--- src/rtl/demod_pkg.sv ---
// Shared types and constants for the dds_iq_demod lock-in demodulator.
// The saturating-add helper is only referenced when DEMOD_OVF_DETECT_EN is defined.
package demod_pkg;

  // Measurement sequencing states.
  typedef enum logic [2:0] {
    ST_IDLE   = 3'd0,
    ST_SETTLE = 3'd1,
    ST_ACCUM  = 3'd2,
    ST_DRAIN  = 3'd3,
    ST_DONE   = 3'd4
  } state_e;

  // Saturation direction of an accumulator lane.
  typedef enum logic [1:0] {
    SAT_NONE = 2'd0,
    SAT_POS  = 2'd1,
    SAT_NEG  = 2'd2
  } sat_e;

  localparam int DEF_DATA_W   = 14;
  localparam int PROD_W       = 2 * DEF_DATA_W;
  localparam int DRAIN_CYCLES = 2;

  // Saturating-add decision for a two's-complement add of any width: given the
  // sign bits of both operands and of the wrapped sum, report which rail (if any)
  // the result must be clamped to.
  function automatic sat_e sat_add_dir(input logic a_msb, input logic b_msb,
                                       input logic sum_msb);
    if ((a_msb == b_msb) && (sum_msb != a_msb)) begin
      return a_msb ? SAT_NEG : SAT_POS;
    end
    return SAT_NONE;
  endfunction

endpackage

--- src/rtl/demod_mac.sv ---
// One multiply-accumulate lane of the I/Q demodulator: registered full-precision
// product, then sign-extended accumulate. With DEMOD_OVF_DETECT_EN defined the
// accumulate saturates and latches the saturation direction; otherwise it wraps.
module demod_mac
  import demod_pkg::*;
#(
  parameter int DATA_W = DEF_DATA_W,
  parameter int ACC_W  = 48
) (
  input  logic                     clk,
  input  logic                     reset_n,
  input  logic                     clear_i,
  input  logic                     sample_en_i,
  input  logic signed [DATA_W-1:0] adc_i,
  input  logic signed [DATA_W-1:0] ref_i,
  output logic signed [ACC_W-1:0]  acc_o,
  output logic                     ovf_o
);

  localparam int PW = 2 * DATA_W;

  logic signed [PW-1:0]    prod_q;
  logic                    prod_vld_q;
  logic signed [ACC_W-1:0] acc_q;
  logic signed [ACC_W-1:0] acc_d;
  logic signed [ACC_W-1:0] prod_ext;
  logic signed [ACC_W-1:0] sum;

  assign prod_ext = {{(ACC_W - PW){prod_q[PW-1]}}, prod_q};
  assign sum      = acc_q + prod_ext;
  assign acc_o    = acc_q;

  // Stage 1: capture the signed product of each accepted sample.
  // NOTE: sequential state uses <= so every flop samples pre-edge values.
  always_ff @(posedge clk or negedge reset_n) begin
    if (!reset_n) begin
      prod_q     <= '0;
      prod_vld_q <= 1'b0;
    end else if (clear_i) begin
      prod_q     <= '0;
      prod_vld_q <= 1'b0;
    end else begin
      prod_vld_q <= sample_en_i;
      if (sample_en_i) begin
        prod_q <= adc_i * ref_i;
      end
    end
  end

`ifdef DEMOD_OVF_DETECT_EN
  sat_e sat_q;
  sat_e sat_dir;

  assign sat_dir = sat_add_dir(acc_q[ACC_W-1], prod_ext[ACC_W-1], sum[ACC_W-1]);
  assign ovf_o   = (sat_q != SAT_NONE);

  // Stage 2 next value: add, clamp on overflow, freeze once saturated.
  // NOTE: the default assignment first keeps this always_comb latch-free.
  always_comb begin
    acc_d = acc_q;
    if (prod_vld_q && (sat_q == SAT_NONE)) begin
      case (sat_dir)
        SAT_POS: acc_d = {1'b0, {(ACC_W - 1){1'b1}}};
        SAT_NEG: acc_d = {1'b1, {(ACC_W - 1){1'b0}}};
        default: acc_d = sum;
      endcase
    end
  end

  // Sticky saturation direction, cleared when a new measurement starts.
  always_ff @(posedge clk or negedge reset_n) begin
    if (!reset_n) begin
      sat_q <= SAT_NONE;
    end else if (clear_i) begin
      sat_q <= SAT_NONE;
    end else if (prod_vld_q && (sat_q == SAT_NONE)) begin
      sat_q <= sat_dir;
    end
  end
`else
  assign ovf_o = 1'b0;

  // Stage 2 next value: plain wrapping add.
  always_comb begin
    acc_d = acc_q;
    if (prod_vld_q) begin
      acc_d = sum;
    end
  end
`endif

  // Stage 2 register: working accumulator.
  always_ff @(posedge clk or negedge reset_n) begin
    if (!reset_n) begin
      acc_q <= '0;
    end else if (clear_i) begin
      acc_q <= '0;
    end else begin
      acc_q <= acc_d;
    end
  end

endmodule

--- src/rtl/dds_iq_demod.sv ---
// Lock-in I/Q demodulator: discards a settle window, then accumulates
// adc*cos (I) and adc*sin (Q) over n samples and publishes the sums.
// Optional overflow saturation/flag: define DEMOD_OVF_DETECT_EN.
module dds_iq_demod
  import demod_pkg::*;
#(
  parameter int DATA_W = DEF_DATA_W,
  parameter int CNT_W  = 20,
  parameter int ACC_W  = 48
) (
  input  logic                     clk,
  input  logic                     reset_n,
  input  logic                     start_i,
  input  logic                     abort_i,
  input  logic [CNT_W-1:0]         n_samples_i,
  input  logic [CNT_W-1:0]         settle_i,
  input  logic                     sample_valid_i,
  input  logic signed [DATA_W-1:0] adc_i,
  input  logic signed [DATA_W-1:0] ref_sin_i,
  input  logic signed [DATA_W-1:0] ref_cos_i,
  output logic signed [ACC_W-1:0]  i_acc_o,
  output logic signed [ACC_W-1:0]  q_acc_o,
  output logic                     result_valid_o,
  output logic                     busy_o,
  output logic                     ovf_o
);

  state_e                  state_q;
  logic [CNT_W-1:0]        n_q;
  logic [CNT_W-1:0]        settle_cnt_q;
  logic [CNT_W-1:0]        acc_cnt_q;
  logic [1:0]              drain_cnt_q;
  logic signed [ACC_W-1:0] i_acc_q;
  logic signed [ACC_W-1:0] q_acc_q;
  logic                    result_valid_q;
  logic signed [ACC_W-1:0] i_work;
  logic signed [ACC_W-1:0] q_work;
  logic                    i_ovf;
  logic                    q_ovf;
  logic                    accept;
  logic                    clear;

  // Samples only enter the MAC lanes while accumulating; a start clears them.
  assign accept = (state_q == ST_ACCUM) && sample_valid_i;
  assign clear  = (state_q == ST_IDLE) && start_i;

  assign i_acc_o        = i_acc_q;
  assign q_acc_o        = q_acc_q;
  assign result_valid_o = result_valid_q;
  assign busy_o         = (state_q != ST_IDLE);
  assign ovf_o          = i_ovf | q_ovf;

  demod_mac #(.DATA_W(DATA_W), .ACC_W(ACC_W)) u_mac_i (
    .clk         (clk),
    .reset_n     (reset_n),
    .clear_i     (clear),
    .sample_en_i (accept),
    .adc_i       (adc_i),
    .ref_i       (ref_cos_i),
    .acc_o       (i_work),
    .ovf_o       (i_ovf)
  );

  demod_mac #(.DATA_W(DATA_W), .ACC_W(ACC_W)) u_mac_q (
    .clk         (clk),
    .reset_n     (reset_n),
    .clear_i     (clear),
    .sample_en_i (accept),
    .adc_i       (adc_i),
    .ref_i       (ref_sin_i),
    .acc_o       (q_work),
    .ovf_o       (q_ovf)
  );

  // Measurement sequencer, counters and registered result outputs.
  always_ff @(posedge clk or negedge reset_n) begin
    if (!reset_n) begin
      state_q        <= ST_IDLE;
      n_q            <= '0;
      settle_cnt_q   <= '0;
      acc_cnt_q      <= '0;
      drain_cnt_q    <= '0;
      i_acc_q        <= '0;
      q_acc_q        <= '0;
      result_valid_q <= 1'b0;
    end else begin
      result_valid_q <= 1'b0;
      if (abort_i && (state_q != ST_IDLE)) begin
        state_q <= ST_IDLE;
      end else begin
        case (state_q)
          ST_IDLE: begin
            if (start_i) begin
              n_q          <= n_samples_i;
              settle_cnt_q <= settle_i;
              acc_cnt_q    <= '0;
              drain_cnt_q  <= '0;
              if (settle_i != '0) begin
                state_q <= ST_SETTLE;
              end else if (n_samples_i != '0) begin
                state_q <= ST_ACCUM;
              end else begin
                state_q <= ST_DONE;
              end
            end
          end
          ST_SETTLE: begin
            if (sample_valid_i) begin
              settle_cnt_q <= settle_cnt_q - 1'b1;
              if (settle_cnt_q == CNT_W'(1)) begin
                state_q <= (n_q != '0) ? ST_ACCUM : ST_DONE;
              end
            end
          end
          ST_ACCUM: begin
            if (sample_valid_i) begin
              acc_cnt_q <= acc_cnt_q + 1'b1;
              if ((acc_cnt_q + 1'b1) == n_q) begin
                state_q <= ST_DRAIN;
              end
            end
          end
          ST_DRAIN: begin
            if (drain_cnt_q == 2'(DRAIN_CYCLES - 1)) begin
              state_q <= ST_DONE;
            end else begin
              drain_cnt_q <= drain_cnt_q + 1'b1;
            end
          end
          ST_DONE: begin
            i_acc_q        <= i_work;
            q_acc_q        <= q_work;
            result_valid_q <= 1'b1;
            state_q        <= ST_IDLE;
          end
          default: state_q <= ST_IDLE;
        endcase
      end
    end
  end

endmodule

--- config.mk ---
export PLATFORM = sky130hd
export DESIGN_NAME = dds_iq_demod
export DESIGN_NICKNAME = d
export VERILOG_FILES = /design/src/rtl/demod_pkg.sv /design/src/rtl/demod_mac.sv /design/src/rtl/dds_iq_demod.sv
export SDC_FILE = /design/constraint.sdc
export NUM_CORES = 2
export LEC_CHECK = 0
export ABC_AREA = 1
export BUFFER_PORTS_ARGS = -buffer_cell sky130_fd_sc_hd__buf_2
export CORE_MARGIN = 2
export CORE_UTILIZATION = 65
export CTS_BUF_LIST = sky130_fd_sc_hd__clkbuf_4 sky130_fd_sc_hd__clkbuf_8 sky130_fd_sc_hd__clkbuf_16
export DETAILED_ROUTE_END_ITERATION = 7
export PLACE_DENSITY = 0.84
export SYNTH_ARGS = -nofsm -noshare
export SYNTH_HDL_FRONTEND = slang
export SYNTH_HIERARCHICAL = 1
export SYNTH_SLANG_ARGS = --single-unit
--- constraint.sdc ---
create_clock -name clk -period 6.63 [get_ports clk]
set_clock_uncertainty 0.2 [all_clocks]
set_input_delay 0.9945 -clock clk [delete_from_list [all_inputs] [get_ports clk]]
set_output_delay 0.9945 -clock clk [all_outputs]
set_load 0.05 [all_outputs]
# After elaboration in Yosys (flattened, before gate mapping)
# Index checks and enable logic that the tools add are counted.
# totals
reg_bits	315
input_bits	87
out_inout_bits	99
elab_cells	88
# op_classes
addsub	5
multipliers	2
eq_ne	17
muxes	31
bitwise	1
reduce_logical	19
# op_table
operator	count
2-to-1 mux 48 bit	4
2-to-1 mux 28 bit	4
adder 48 x 28 -> 48 bit	2
2-to-1 mux 20 bit	4
case mux 20 bit (2 select lines)	2
nonzero test 20 bit	3
multiplier 14 x 14 -> 28 bit	2
2-to-1 mux 3 bit	10
adder 20 x 1 -> 20 bit (second input constant)	1
equality test 20 x 1 -> 1 bit (second input constant)	1
equality test 20 bit	1
subtractor 20 x 1 -> 20 bit (second input constant)	1
case mux 3 bit (4 select lines)	1
AND reduction 4 bit	3
nonzero test 2 bit	5
inequality test 3 bit (second input constant)	3
inequality test 2 bit (second input constant)	4
equality test 3 x 2 -> 1 bit (second input constant)	2
inequality test 3 x 2 -> 1 bit (second input constant)	2
AND reduction 6 bit	1
2-to-1 mux 2 bit	2
case mux 2 bit (2 select lines)	1
equality test 3 x 1 -> 1 bit (second input constant)	1
equality test 3 bit (second input constant)	1
10 further kinds	14

# Longest topological paths before layout
# depth
word_depth	6
depth_mapped	27

# Modules after synthesis
# Netlist, hierarchy kept.
# modules_own_cells
mod	instances	cells_each	area_per_inst_um2	seq_area_each_um2
demod_mac (u_mac_i)	1	2334	15454.8	1926.8
demod_mac (u_mac_q)	1	2295	15182.1	1926.8
dds_iq_demod	1	1027	7858.8	4053.9

# Least setup slack after synthesis
# No wires, ideal clock.
# synth_path
path_type	input-to-reg
from	input port adc_i[13]
to	register u_mac_i.prod_q[27]
arrival_ps	6205
setup_slack_ps	107
cell_stages	21
n_path_buf	1
path_cell_list	clkbuf_1 > nand2_1 > fa_1 > fa_1 > inv_1 > fa_1 > fa_1 > inv_1 > fa_1 > fa_1 > inv_1 > ha_1 > inv_1 > nor3_1 > nand2_1 > nor2_1 > nand2_1 > nand3_1 > o21ai_0 > nand3_1 > nand2_1
# synth_via
elab_chain_cells	3
# synth_rtl
item	line_no	text
start, declared	dds_iq_demod.sv:18	input logic signed [DATA_W-1:0] adc_i,
multiplier 14 x 14 -> 28 bit	demod_mac.sv:45	prod_q <= adc_i * ref_i;
2-to-1 mux 28 bit	demod_mac.sv:44	if (sample_en_i) begin
2-to-1 mux 28 bit	demod_mac.sv:39	end else if (clear_i) begin
end signal, assigned	demod_mac.sv:45	
end, declared	demod_mac.sv:22	logic signed [PW-1:0] prod_q;
# Every way passes these cells. The select of a mux whose other input is x is not followed.
# A chain may end at the register's enable or synchronous reset.

# Final worst setup path
# layout_path
from	input port adc_i[13]
to	register u_mac_i.prod_q[21]
# The elaborated chain is that of the path after synthesis.

==> results.md <==
- Status: finished clean
- Largest net degree at the start of global routing: 111
- Crit path DAT: 6520 ps
- Worst Reg2Reg Path Length in Cells: 10
- Post-synth EDFFs: 0
- Sequential share of the synthesized area: 20.5%
- Site Rows: 89
- Setup TNS: 0 ps
- Required @ worst endpoint: 6860 ps
- Slowest-stage cell, CP: fa_1
- CP endpoint kind: flop
- DP Area: 0.0406 mm^2
- Ys Warns: 6
- Cts-stage hold buffer count: 0
- First-pass GRT wire length: 169 mm
- Core footprint: 0.0588 mm^2
- Synthesized area per cell: 6.81 um^2
- GRT Overall Usage: 34.3%
- Cell area after layout: 0.0419 mm^2
- Critical R2R Capture: u_mac_i/acc_o[17]
- Syn nets: 6367
- Crit Path Category: input port to flop
- Synth top area share: 20.5%
- Die Y: 247 um
- CTS clock-pin slew for the worst setup and hold paths: 60 ps
- CTS tree: built
- Final wirelength: 104 mm
- Hold Path Sink: q_acc_o[39]
- Root buf cell: clkbuf_16
- Drt drc: 0
- Initial antenna violation count: 0
- Period utilisation layout: 94.9%
- Startpoint types: input port
- Vias per cell: 5.32
- Maximum clock frequency: 159 MHz
- Worst-path fanout max: 16
- I/O pin total: 186
- FF+latch count, synth: 316
- Die Wd: 247 um
- Mean routed wirelength per cell: 15.6 um
- Top post-synthesis cells by count: nand2_1 (2083), inv_1 (1254), fa_1 (392)
- Clock Sinks: 316
- Number of global-route vias before repair: 34902
- Synth top area cells: dfrtp_1 (21%), fa_1 (20%), nand2_1 (20%), inv_1 (12%), ha_1 (7.5%)
- P&R area growth vs syn: 8.73%
- DR vias: 35314
- Die area: 0.0612 mm^2
- Pleak: 25.2 nW
- Initial Util: 65.5%
- Pwr dens: 536 mW/mm^2
- Most frequent CP cell: fa_1
- Fin. max-slew vios: 0
- Final Net Count: 6558
- Primary FF master, synth: dfrtp_1
- Ys async rst share: 100%
- HPWL Detailed: 83.4 mm
- Worst Hold Class: flop to flop
- Synth Cell Area: 0.0385 mm^2
- Cts bufs inserted: 34
- Antenna diode count: 0
- Reg-to-reg critical path startpoint: state_q[1]
- Iteration count of the initial detailed-routing pass: 7
- Top-count cell post-synth: nand2_1
- Slew HR: 24.7%
- Fillers: 4983
- Min-delay src: q_acc_o[39]
- Largest area contributor in the netlist: dfrtp_1
- Actual slew at the worst max-slew pin: 1130 ps
- # resized after CTS: 0
- Unrepaired setup endpoints after global routing: false
- Port Buf Inserts: 184
- DR iter-0 viols: 2608
- Max_cap viols: 0
- H-Tree Depth: 2
- Slowest stage delay, CP: 570 ps
- Layout cell share with drive strength beyond 1: 9.71%
- Clock Path Buffers: 3
- Max VDD drop: 0.000511 V
- Yosys cell types: 50
- Reg2Reg Setup Slack: 3020 ps
- Final ANT Viol Nets: 0
- Crit path cell chain: buf_2 > nand2_1 > fa_1 > fa_1 > buf_4 > fa_1 > inv_1 > fa_1 > fa_1 > inv_1 > fa_1 > inv_1 > ha_1 > nand2_1 > nor3_1 > nand4_1 > nand3_1 > nand2_1 > nand2_1 > o21ai_0
- Post-CTS Setup Repair Bufs: 0
- Cells after synthesis: 5656
- Final Hold Fails: 0
- Endpoints failing setup: 0
- WHS Path Cells: 2
- Worst skew pair latency: 540 ps
- Final period demand of the worst path: 6290 ps
- Congestion Overflow GR: 0
- Final Wtd Congestion: 1.00
==> per-stage QoR <==
step           cells  util [%]  hold WS (ps)  worst slack (ps)  power (mW)
2_1_floorplan   5656         -           253               107        15.3
3_3_place_gp    6584      69.1           257              -125        19.8
3_5_place_dp    6584      69.1           260              -184        20.2
4_1_cts         6644      71.2           276               383        22.4
5_1_grt         6644      71.2           294              26.5        25.1
6_report        6644      71.2           273               335        22.4
==> cells in the final DEF (no fill, tap or decap), types with 5 or more instances in the layout <==
cell / synthesis / routed
nand3_1: 213 / 212
inv_1: 1254 / 1254
nand2_2: 60 / 60
bufinv_16: 0 / 6
nand4_1: 63 / 63
nand2_1: 2083 / 2083
a32o_1: 12 / 12
o21bai_1: 10 / 10
o21ai_1: 30 / 30
a22oi_1: 5 / 5
inv_2: 52 / 51
buf_2: 16 / 183
ha_1: 232 / 232
o21ai_0: 154 / 154
nand3_2: 6 / 6
nand3b_1: 10 / 10
or2_2: 19 / 19
buf_4: 2 / 85
nor3_2: 14 / 14
a22o_1: 10 / 10
xnor2_1: 8 / 8
fa_1: 392 / 392
a21oi_1: 160 / 160
dfrtp_1: 316 / 316
nor4_1: 12 / 12
clkbuf_16: 0 / 34
nor2_1: 264 / 260
nor2_4: 29 / 32
o22ai_1: 21 / 21
nor2_2: 41 / 42
nor3_1: 22 / 22
xor2_1: 14 / 14
==> cell families (layout without fill, tap and decap cells) <==
kind of cell | count (synthesis) | after routing | share of synthesized area (%)
xor gates and xnor gates | 24 | 24 | 0.585
AOI/OAI and AO/OA | 417 | 417 | 5.95
DFF | 316 | 316 | 20.5
buffers and inverters | 1426 | 1641 | 14.0
and+or+nand+nor | 2847 | 2847 | 31.0
other | 2 | 2 | 0.0195
adders and majority gates | 624 | 624 | 27.9
==> layer usage <==
metal	routed length, um	track usage [%]
met1	43500	45.1
met2	48800	58.3
met3	7330	3.96
met4	4060	13.1
met5	0	0
==> critical path, delay by kind of cell <==
kind / cells / cell delay [ps]
AO/OA/AOI/OAI: 1 / 70
adder cells (fa/ha/maj): 7 / 3500
AND/OR/NAND/NOR: 7 / 1250
buffers and inverters: 5 / 690
==> how the worst max path moves through the flow <==
stage               slack (ps)  cells past startpoint      start                 end
global route                30                     20  adc_i[13]  u_mac_i/prod_q[21]
detailed placement        -180                     20  adc_i[13]  u_mac_i/prod_q[21]
floorplan                  110                     21  adc_i[13]  u_mac_i/prod_q[27]
CTS                        380                     20  adc_i[13]  u_mac_i/prod_q[21]
finish                     340                     20  adc_i[13]  u_mac_i/prod_q[21]
global placement          -120                     21   adc_i[7]  u_mac_i/prod_q[21]
==> registers in the layout, summed over array words and instances (netlist names), 2 cells and up <==
| name | count |
|---|---|
| acc_cnt_q | 20 |
| drain_cnt_q | 2 |
| i_acc_o | 48 |
| n_q | 20 |
| q_acc_o | 48 |
| settle_cnt_q | 20 |
| state_q | 3 |
| u_mac_i/acc_o | 48 |
| u_mac_i/prod_q | 28 |
| u_mac_q/acc_o | 48 |
| u_mac_q/prod_q | 28 |
==> area by class of cell <==
cell class              instances  area [um^2]  share of cell area, %
clock inverters                19          287                  0.685
flip-flops and latches        316         7910                   18.9
clock buffers                  41          922                   2.20
multi-input cells            3914        25200                   60.3
repair buffers                271         1610                   3.84
inverters                    1310         4920                   11.8
well taps                     773          967                   2.31
==> power by group <==
group	total [mW]	internal (mW)	switching [mW]
clock network	2.07	1.24	0.830
logic	17.4	6.45	10.9
registers	3.03	2.52	0.509
(Power assumes the default switching activity.)
